`src/rtl/lsu_mem_master.sv`:
```
// Load/store initiator for the data port of the simulation RAM.
// Takes one request at a time, checks it, strobes memory once and returns a tagged response.
module lsu_mem_master #(
  parameter int unsigned RAM_SIZE  = 16,
  parameter int unsigned TAG_WIDTH = 5
) (
  input  logic                 clk,
  input  logic                 rst_n,
  input  logic                 req_valid_i,
  output logic                 req_ready_o,
  input  logic                 req_we_i,
  input  logic [63:0]          req_addr_i,
  input  logic [63:0]          req_wdata_i,
  input  logic [2:0]           req_wid_i,
  input  logic [TAG_WIDTH-1:0] req_tag_i,
  output logic                 resp_valid_o,
  input  logic                 resp_ready_i,
  output logic [63:0]          resp_rdata_o,
  output logic [TAG_WIDTH-1:0] resp_tag_o,
  output logic [1:0]           resp_err_o,
  output logic [63:0]          mem_addr_o,
  output logic                 mem_en_o,
  output logic                 mem_enwr_o,
  output logic [63:0]          mem_data_o,
  output logic [2:0]           mem_wid_o,
  input  logic [63:0]          mem_rdata_i,
  input  logic                 mem_unalign_i
);

  localparam int unsigned AW = 64;
  localparam int unsigned DW = 64;
  localparam int unsigned WW = 3;
  localparam int unsigned EW = 2;

  localparam logic [EW-1:0] ERR_OK    = 2'b00;
  localparam logic [EW-1:0] ERR_MIS   = 2'b01;
  localparam logic [EW-1:0] ERR_FAULT = 2'b10;

  typedef enum logic [1:0] {
    S_IDLE    = 2'd0,
    S_ACCESS  = 2'd1,
    S_CAPTURE = 2'd2,
    S_RESP    = 2'd3
  } state_e;

  state_e               state_q, state_d;
  logic                 we_q, we_d;
  logic [TAG_WIDTH-1:0] tag_q, tag_d;
  logic [EW-1:0]        err_q, err_d;
  logic [DW-1:0]        rdata_q, rdata_d;
  logic [AW-1:0]        maddr_q, maddr_d;
  logic [DW-1:0]        mdata_q, mdata_d;
  logic [WW-1:0]        mwid_q, mwid_d;

  logic                 wid_bad_c;
  logic                 misal_c;
  logic                 oor_c;
  logic [EW-1:0]        chk_err_c;

  // Request legality, first match wins: width encoding, alignment, range
  always_comb begin
    wid_bad_c = (req_wid_i == 3'b111) || (req_we_i && req_wid_i[2]);
    misal_c   = 1'b0;
    case (req_wid_i[1:0])
      2'b01:   misal_c = req_addr_i[0];
      2'b10:   misal_c = |req_addr_i[1:0];
      2'b11:   misal_c = |req_addr_i[2:0];
      default: misal_c = 1'b0;
    endcase
    oor_c = (req_addr_i >> RAM_SIZE) != 64'd0;
    if (wid_bad_c)    chk_err_c = ERR_FAULT;
    else if (misal_c) chk_err_c = ERR_MIS;
    else if (oor_c)   chk_err_c = ERR_FAULT;
    else              chk_err_c = ERR_OK;
  end

  // Next-state and datapath update
  always_comb begin
    state_d = state_q;
    we_d    = we_q;
    tag_d   = tag_q;
    err_d   = err_q;
    rdata_d = rdata_q;
    maddr_d = maddr_q;
    mdata_d = mdata_q;
    mwid_d  = mwid_q;
    unique case (state_q)
      S_IDLE: begin
        if (req_valid_i) begin
          we_d    = req_we_i;
          tag_d   = req_tag_i;
          err_d   = chk_err_c;
          rdata_d = '0;
          if (chk_err_c != ERR_OK) begin
            state_d = S_RESP;
          end else begin
            // memory-side registers move only when a strobe will follow
            maddr_d = req_addr_i;
            mdata_d = req_wdata_i;
            mwid_d  = req_wid_i;
            state_d = S_ACCESS;
          end
        end
      end
      S_ACCESS: begin
        if (mem_unalign_i) err_d = ERR_MIS;
        state_d = we_q ? S_RESP : S_CAPTURE;
      end
      S_CAPTURE: begin
        rdata_d = (err_q == ERR_OK) ? mem_rdata_i : '0;
        state_d = S_RESP;
      end
      S_RESP: begin
        if (resp_ready_i) state_d = S_IDLE;
      end
      default: state_d = S_IDLE;
    endcase
  end

  always_ff @(posedge clk or negedge rst_n) begin
    if (!rst_n) begin
      state_q <= S_IDLE;
      we_q    <= 1'b0;
      tag_q   <= '0;
      err_q   <= ERR_OK;
      rdata_q <= '0;
      maddr_q <= '0;
      mdata_q <= '0;
      mwid_q  <= '0;
    end else begin
      state_q <= state_d;
      we_q    <= we_d;
      tag_q   <= tag_d;
      err_q   <= err_d;
      rdata_q <= rdata_d;
      maddr_q <= maddr_d;
      mdata_q <= mdata_d;
      mwid_q  <= mwid_d;
    end
  end

  // Handshake and strobe outputs decode straight from the state flops
  assign req_ready_o  = (state_q == S_IDLE);
  assign resp_valid_o = (state_q == S_RESP);
  assign mem_en_o     = (state_q == S_ACCESS);
  assign mem_enwr_o   = !((state_q == S_ACCESS) && we_q);

  assign resp_rdata_o = rdata_q;
  assign resp_tag_o   = tag_q;
  assign resp_err_o   = err_q;
  assign mem_addr_o   = maddr_q;
  assign mem_data_o   = mdata_q;
  assign mem_wid_o    = mwid_q;

endmodule
```
`config.mk`:
```
export PLATFORM = sky130hd
export DESIGN_NAME = lsu_mem_master
export DESIGN_NICKNAME = d
export VERILOG_FILES = /design/src/rtl/lsu_mem_master.sv
export SDC_FILE = /design/constraint.sdc
export NUM_CORES = 1
export LEC_CHECK = 0
export ABC_AREA = 1
export CAP_MARGIN = 20
export CORE_MARGIN = 10
export CORE_UTILIZATION = 44
export DETAILED_ROUTE_END_ITERATION = 16
export PLACE_DENSITY = 0.86
export SETUP_SLACK_MARGIN = 0.15
export SYNTH_ARGS = -nofsm -noshare
export SYNTH_HDL_FRONTEND = slang
export SYNTH_SLANG_ARGS = --single-unit
```
`constraint.sdc`:
```
create_clock -name clk -period 2.89 [get_ports clk]
set_clock_uncertainty 0.05 [all_clocks]
set_input_delay 0.289 -clock clk [delete_from_list [all_inputs] [get_ports clk]]
set_output_delay 0.289 -clock clk [all_outputs]
set_load 0.1 [all_outputs]
```
======== Word level (Yosys, flattened, before mapping) ========
Cells that the tools add are included.
word-level totals
  flip-flop bits (word level) ............. 205
  input port bits ......................... 206
  output and inout port bits .............. 206
  logic and storage cells ................. 51
operators by class
  equal/unequal tests ..................... 10
  mux-type cells .......................... 15
  bitwise gates (word level) .............. 1
  reduce and logical (&&, ||, !) cells .... 17
operators with widths
  kind                  count
  $mux W64              2
  $pmux W64 S2          1
  $reduce_bool A64 Y1   1
  $mux W2               8
  $eq A2 B2 Y1 const B  4
  $pmux W2 S4           1
  $reduce_and A2 Y1     3
  $reduce_and A3 Y1     2
  $reduce_bool A2 Y1    3
  $eq A2 B1 Y1 const B  2
  $logic_not A2 Y1      2
  $ne A2 B1 Y1 const B  2
  $pmux W2 S2           1
  $eq A3 B3 Y1 const B  1
  $pmux W1 S3           1
  $reduce_or A3 Y1      1
  $logic_and A1 B1 Y1   2
  $ne A2 B2 Y1 const B  1
  $reduce_or A2 Y1      1
  $logic_not A1 Y1      1
  $logic_or A1 B1 Y1    1
  $mux W1               1
  $not A1 Y1            1

======== Logic depth before layout (Yosys ltp) ========
Gate-level depths: netlist (run 1).
  depth in word-level cells ............... 8
  depth in mapped cells ................... 11

======== Worst setup path after synthesis (run 1) ========
OpenSTA, ideal clock, no wires.
  path type ............................... register to register
  start ................................... register state_q[0]
  end ..................................... register maddr_q[0], in the netlist mem_addr_o[0]
  arrival time ............................ 2.442 ns
  required time ........................... 2.720 ns
  path slack .............................. 0.278 ns
  cell stages (with the launch flop) ...... 11
  cell sequence ........................... dfrtp_1 inv_1 ha_1 buf_2 nand2_2 inv_2 nand4_1 buf_2 buf_2 nand2_1 nand2_1
on the way
  longest elaborated chain between the ends .. 2
RTL lines
  element                      RTL line  source
  from (decl)                  46        state_e state_q, state_d;
  from (signal assigned)       131       state_q <= state_d;
  $logic_not A2 Y1             n/a
  net req_ready_o              10        output logic req_ready_o,
  $reduce_and A3 Y1 (no line)  n/a
  to (signal assigned)         136       maddr_q <= maddr_d;
  to (decl)                    51        logic [AW-1:0] maddr_q, maddr_d;
The timed path passes the listed nets, and every way through them passes these cells.
A chain may end at the register's enable or synchronous reset.

======== Worst setup path after layout (run 1) ========
  start ................................... register state_q[0]
  end ..................................... register mdata_q[3], in the netlist mem_data_o[3]
on the way
  longest elaborated chain between the ends .. 2
RTL lines
  element                      RTL line  source
  $logic_not A2 Y1             87        unique case (state_q)
  $reduce_and A3 Y1 (no line)  n/a
  to (signal assigned)         137       mdata_q <= mdata_d;
  to (decl)                    52        logic [DW-1:0] mdata_q, mdata_d;
No other way between the ends.

==> impl_metrics.env, run 1 <==
export IMPL_syn_area_per_cell_um2=9.27
export IMPL_drcViolationCount=0
export IMPL_grt_pass1_vias=7672
export IMPL_fp_dieH_um=158
export IMPL_grt_pass1_wl_um=42400
export IMPL_timing_final_max_slew_violations=0
export IMPL_routed_wl_um=28600
export IMPL_slowest_delay_ns=0.40
export IMPL_grt_setup_unrepaired="no"
export IMPL_gp_congestion=0.890
export IMPL_utilization_pct=69.3
export IMPL_synth_seq_area_share_pct=60.9
export IMPL_path_max_fanout=50
export IMPL_max_slew_margin_pct=49.2
export IMPL_cp_startpoint="state_q[0]$_DFFE_PN0P_"
export IMPL_crit_top_cell="nand2_1"
export IMPL_die_w_um=158
export IMPL_root_buffer="clkbuf_16"
export IMPL_io_pins=412
export IMPL_cts_buffers=22
export IMPL_grt_max_degree=89
export IMPL_hp_start="req_tag_i[1]"
export IMPL_r2r_start="state_q[0]$_DFFE_PN0P_"
export IMPL_mappedNetlistArea_um2=8420
export IMPL_yosysTopAreaCellShare_pct=60.9
export IMPL_io_buffers=411
export IMPL_worstPathRequired_ns=3.21
export IMPL_p_total_uw=13500
export IMPL_finalSetupViolCount=0
export IMPL_final_hold_violation_count=0
export IMPL_core_area_um2=18800
export IMPL_crit_type="reg2reg"
export IMPL_ys_types=27
export IMPL_worst_slew_pin_slew_ns=0.759
export IMPL_p_leak_uw=0.00651
export IMPL_htreeDepth=1
export IMPL_synth_area_leaders="dfrtp_1 (61%), nand2_1 (12%), nor2_1 (6.5%)"
export IMPL_grt_overflow=0
export IMPL_max_cap_violations=0
export IMPL_path_cells="inv_1 > ha_1 > nand2_2 > clkinv_2 > nand4_1 > buf_12 > nand2_1 > nand2_1"
export IMPL_cts_repair_resized=0
export IMPL_cp_slowest_cell="dfrtp_1"
export IMPL_synth_nets=1119
export IMPL_cellPowerDensity_nw_per_um2=1040
export IMPL_max_freq_ghz=0.453
export IMPL_cp_end_kind="flop"
export IMPL_cts_setup_buffers=0
export IMPL_synth_seq_cells=205
export IMPL_arrival_ns=2.53
export IMPL_status="complete, no violations"
export IMPL_crit_family="simple AND/OR/NAND/NOR gates"
export IMPL_synthCells=909
export IMPL_die_area_um2=25100
export IMPL_hp_class="in2reg"
export IMPL_synth_top_cell_by_area="dfrtp_1"
export IMPL_final_layout_size_suffix_gt1_share_pct=23.9
export IMPL_viasPerCell=4.84
export IMPL_cts_hold_buf=1
export IMPL_worst_path_buf_inv=3
export IMPL_irDropWorstVdd_v=0.000643
export IMPL_cts_sinks=205
export IMPL_layout_nets=1517
export IMPL_track_usage_pct=21.6
export IMPL_rows=50
export IMPL_clk_pin_slew_ns=0.06
export IMPL_dr_first_iter_drc_count=448
export IMPL_startpoint_type="flop"
export IMPL_cts_tree="built"
export IMPL_ant_nets=0
export IMPL_dp_hpwl_um=21700
export IMPL_finalSetupTns_ns=0
export IMPL_syn_to_final_growth_pct=54.5
export IMPL_wl_per_cell_um=18.4
export IMPL_initial_core_util_pct=44.9
export IMPL_finalCriticalPeriod_ns=2.21
export IMPL_antenna_found_initial=1
export IMPL_final_cell_area_um2=13000
export IMPL_placed_cell_area_um2=12200
export IMPL_ys_warn_count=0
export IMPL_fin_crit_sh_pct=76.4
export IMPL_vias=7526
export IMPL_clockBufferDepth=3
export IMPL_clock_latency_ns=0.49
export IMPL_first_pass_iters=5
==> metal layers <==
metal | up-vias | global-route usage (%) | wire length [um]
li1 | 3616 | - | -
met1 | 3530 | 23.7 | 10200
met2 | 325 | 37.0 | 14400
met3 | 55 | 8.42 | 3110
met4 | 0 | 8.38 | 938
met5 | - | 0 | 0
==> path summary, 6_finish.rpt <==
kind                                                      to  slack (ns)  depth (start not counted)
worst min-delay path               resp_tag_o[1]$_DFFE_PN0P_        0.28                          3
max in group asynchronous          resp_tag_o[0]$_DFFE_PN0P_        1.71                          3
worst max-delay path               mem_data_o[3]$_DFFE_PN0P_        0.68                          8
worst min register to register    mem_data_o[60]$_DFFE_PN0P_        0.43                          2
min in group asynchronous       resp_rdata_o[57]$_DFFE_PN0P_        0.32                          2
worst max register to register     mem_data_o[3]$_DFFE_PN0P_        0.68                          8
==> state kept, by name, indices dropped and copies added, names as in the netlist <==
signal / flops
mem_addr_o: 64
mem_data_o: 64
mem_wid_o: 3
resp_err_o: 2
resp_rdata_o: 64
resp_tag_o: 5
state_q: 2
we_q: 1
==> placed cells by master (no fill, tap or decap), drive strengths merged <==
cell type | synthesis | routed
a21boi | 1 | 1
nand2 | 275 | 275
dfrtp | 205 | 205
dlygate4sd3 | 0 | 1
nand3 | 84 | 84
clkbuf | 22 | 32
inv | 61 | 60
nand4 | 2 | 2
o21ai | 6 | 6
nor2 | 149 | 149
clkinv | 0 | 3
buf | 30 | 220
bufinv | 0 | 3
clkinvlp | 0 | 1
diode | 0 | 2
nor3 | 2 | 2
o22ai | 1 | 1
ha | 4 | 4
clkdlybuf4s50 | 0 | 204
or2 | 1 | 1
a21oi | 66 | 66
==> power by group <==
group,switching [uW],internal (uW)
clock,1110,1790
sequential,312,3430
combinational,5400,1500
total,6820,6720
==> cell usage after synthesis (all sizes together) <==
| cell | n |
|---|---|
| buf | 30 |
| o22ai | 1 |
| nand4 | 2 |
| nand3 | 84 |
| dfrtp | 205 |
| ha | 4 |
| inv | 61 |
| or2 | 1 |
| nor3 | 2 |
| nand2 | 275 |
| o21ai | 6 |
| clkbuf | 22 |
| a21oi | 66 |
| nor2 | 149 |
| a21boi | 1 |
==> stage by stage <==
step	hold slack, ns	cells	setup slack [ns]
2_1_floorplan	-0.0566	909	0.278
3_3_place_gp	0.284	1516	0.529
3_5_place_dp	0.278	1516	0.474
4_1_cts	0.267	1554	0.644
5_1_grt	0.282	1555	0.476
6_report	0.281	1556	0.683
==> final cells by class <==
type                            instances  area, um2
Tap cell                              234        293
Sequential cell                       205       5130
Clock inverter                          6        119
Inverter                               61        230
Antenna cell                            2       5.00
Multi-Input combinational cell        591       2760
Timing Repair Buffer                  426       3840
Clock buffer                           31        634
Fill cell                            1418       5760
==> kinds of logic after synthesis <==
group | synth area share (%)
simple gates | 27.5
flops | 60.9
buf+inv | 6.52
compound gates | 4.53
fa+ha+maj | 0.594
==> worst register-to-register path, cell delays in order, from the launching register on <==
cell	delay (ns)
dfrtp_1	0.40
inv_1	0.13
ha_1	0.37
nand2_2	0.10
clkinv_2	0.09
nand4_1	0.40
buf_12	0.36
nand2_1	0.11
nand2_1	0.07
Note: power is estimated with default switching activity, not from simulation.
==> run 2, diff against run 1 <==
CORE_UTILIZATION = 41   (was 44)
PLACE_DENSITY = 0.81   (was 0.86)
clock period = 2.3 ns   (was 2.89 ns; I/O delays follow)
==> impl_metrics.env, run 2 (synthesis results as in run 1) <==
export IMPL_intPower_uw=8340
export IMPL_crit_type="reg2out"
export IMPL_startpoint_type="flop"
export IMPL_fin_crit_sh_pct=87.5
export IMPL_final_cell_mix="nand2_1 (272), buf_4 (211), dfrtp_1 (205), clkdlybuf4s50_1 (204), nor2_1 (146)"
export IMPL_max_slew_margin_pct=62.1
export IMPL_cp_slowest_cell="dfrtp_1"
export IMPL_cts_tree="built"
export IMPL_clock_latency_ns=0.49
export IMPL_wl_per_cell_um=18.2
export IMPL_io_pins=412
export IMPL_initial_core_util_pct=41.6
export IMPL_arrival_ns=1.73
export IMPL_antenna_found_initial=0
export IMPL_utilization_pct=64.6
export IMPL_syn_to_final_growth_pct=55.1
export IMPL_grt_pass1_vias=7725
export IMPL_max_cap_violations=0
export IMPL_io_buffers=411
export IMPL_p_total_uw=16900
export IMPL_routed_wl_um=29000
export IMPL_die_area_um2=26700
export IMPL_finalCriticalPeriod_ns=2.01
export IMPL_diodes=0
export IMPL_worst_slew_pin_slew_ns=0.569
export IMPL_cts_setup_buffers=0
export IMPL_layout_commonest_cell="nand2_1"
export IMPL_p_leak_uw=0.00652
export IMPL_cp_end_kind="output port"
export IMPL_dp_hpwl_um=21900
export IMPL_worstPathRequired_ns=2.02
export IMPL_cellPowerDensity_nw_per_um2=1290
export IMPL_finalSetupViolCount=0
export IMPL_irDropWorstVdd_v=0.000797
export IMPL_path_max_fanout=6
export IMPL_rows=52
export IMPL_clockBufferDepth=3
export IMPL_final_layout_size_suffix_gt1_share_pct=24.1
export IMPL_multi_input_comb_area_um2=2780
export IMPL_grt_overflow=0
export IMPL_slowest_delay_ns=0.43
export IMPL_root_buffer="clkbuf_16"
export IMPL_core_area_um2=20200
export IMPL_grt_setup_unrepaired="no"
export IMPL_swShare_pct=50.5
export IMPL_vias=7530
export IMPL_first_pass_iters=5
export IMPL_htreeDepth=1
export IMPL_status="complete, no violations"
export IMPL_num_fill_cells=1603
export IMPL_combPwrFrac_pct=51.1
export IMPL_grt_max_degree=128
export IMPL_power_frac_seq_pct=27.8
export IMPL_hp_class="in2reg"
export IMPL_cts_buffers=22
export IMPL_drcViolationCount=0
export IMPL_path_cells="inv_1 > ha_1 > buf_4"
export IMPL_final_hold_violation_count=0
export IMPL_fp_dieH_um=163
export IMPL_p_switching_uw=8520
export IMPL_layout_nets=1518
export IMPL_ant_nets=0
export IMPL_grt_pass1_wl_um=44100
export IMPL_dr_first_iter_drc_count=431
export IMPL_seqCellArea_um2=5130
export IMPL_timing_final_max_slew_violations=0
export IMPL_max_freq_ghz=0.497
export IMPL_finalSetupTns_ns=0
export IMPL_clkPwrFrac_pct=21.1
export IMPL_clk_pin_slew_ns=0.06
export IMPL_die_w_um=163
export IMPL_cts_sinks=205
export IMPL_track_usage_pct=20.8
export IMPL_viasPerCell=4.73
export IMPL_gp_congestion=0.842
-- run 2: cell types whose count changed in the layout (fill, tap and decap cells not counted), sizes merged --
cell	previous run	this run
inv	60	61
clkbuf	32	34
buf	220	221
diode	2	0
clkinvlp	1	0
bufinv	3	2
-- run 2: cell type report --
type | count | area share [%]
flip-flops and latches | 205 | 39.3
repair buffers | 427 | 29.5
multi-input cells | 591 | 21.3
clock buffers | 33 | 4.99
well taps | 270 | 2.59
inverters | 61 | 1.77
clock inverters | 5 | 0.661
-- run 2: repair_timing --
action                                 CTS  global route
setup endpoints to repair                0           177
endpoints found under the hold margin   55             0
hold buffers                             1             0
resized for setup                        0             2
-- run 2: layer usage --
metal	routed length, um	GRT usage (%)	vias to the layer above
li1	-	-	3611
met1	10900	23.6	3554
met2	14600	35.8	305
met3	2580	6.97	60
met4	945	7.25	0
met5	0	0	-
-- run 2: power by group through the flow --
stage               Sequential [uW]  Combinational, uW  Clock (uW)
floorplan                      9180               1990           0
global placement               4710               8530           0
detailed placement             4740               8620           0
CTS                            4690               8640        3640
global route                   4760               9030        3820
finish                         4680               8610        3560
-- run 2: path summary, 6_finish.rpt --
check / start / to / slack [ns] / cells past startpoint
max: state_q[1]$_DFFE_PN0P_ / mem_en_o / 0.29 / 3
min: mem_rdata_i[23] / resp_rdata_o[23]$_DFFE_PN0P_ / 0.22 / 3
max reg2reg: state_q[0]$_DFFE_PN0P_ / mem_data_o[25]$_DFFE_PN0P_ / 0.37 / 8
min reg2reg: mem_addr_o[5]$_DFFE_PN0P_ / mem_addr_o[5]$_DFFE_PN0P_ / 0.43 / 2
max in group asynchronous: rst_n / mem_data_o[33]$_DFFE_PN0P_ / 1.29 / 3
min in group asynchronous: rst_n / resp_tag_o[1]$_DFFE_PN0P_ / 0.25 / 2
-- run 2: worst max-delay path: cells and delay by family, from the launching register on --
family                     cells  cell delay (ns)
adders and majority gates      1             0.32
buffers and inverters          2             0.48
DFF                            1             0.43
-- run 2: per-stage QoR --
step | hold slack (ns) | instances | cell area, um2 | worst slack (ns)
after floorplan | -0.116 | 909 | 8430 | 0.0122
after global placement | 0.218 | 1553 | 12300 | 0.229
after detailed placement | 0.216 | 1553 | 12300 | 0.183
after CTS | 0.204 | 1592 | 13100 | 0.194
after global routing | 0.215 | 1592 | 13100 | 0.182
final | 0.224 | 1592 | 13100 | 0.288
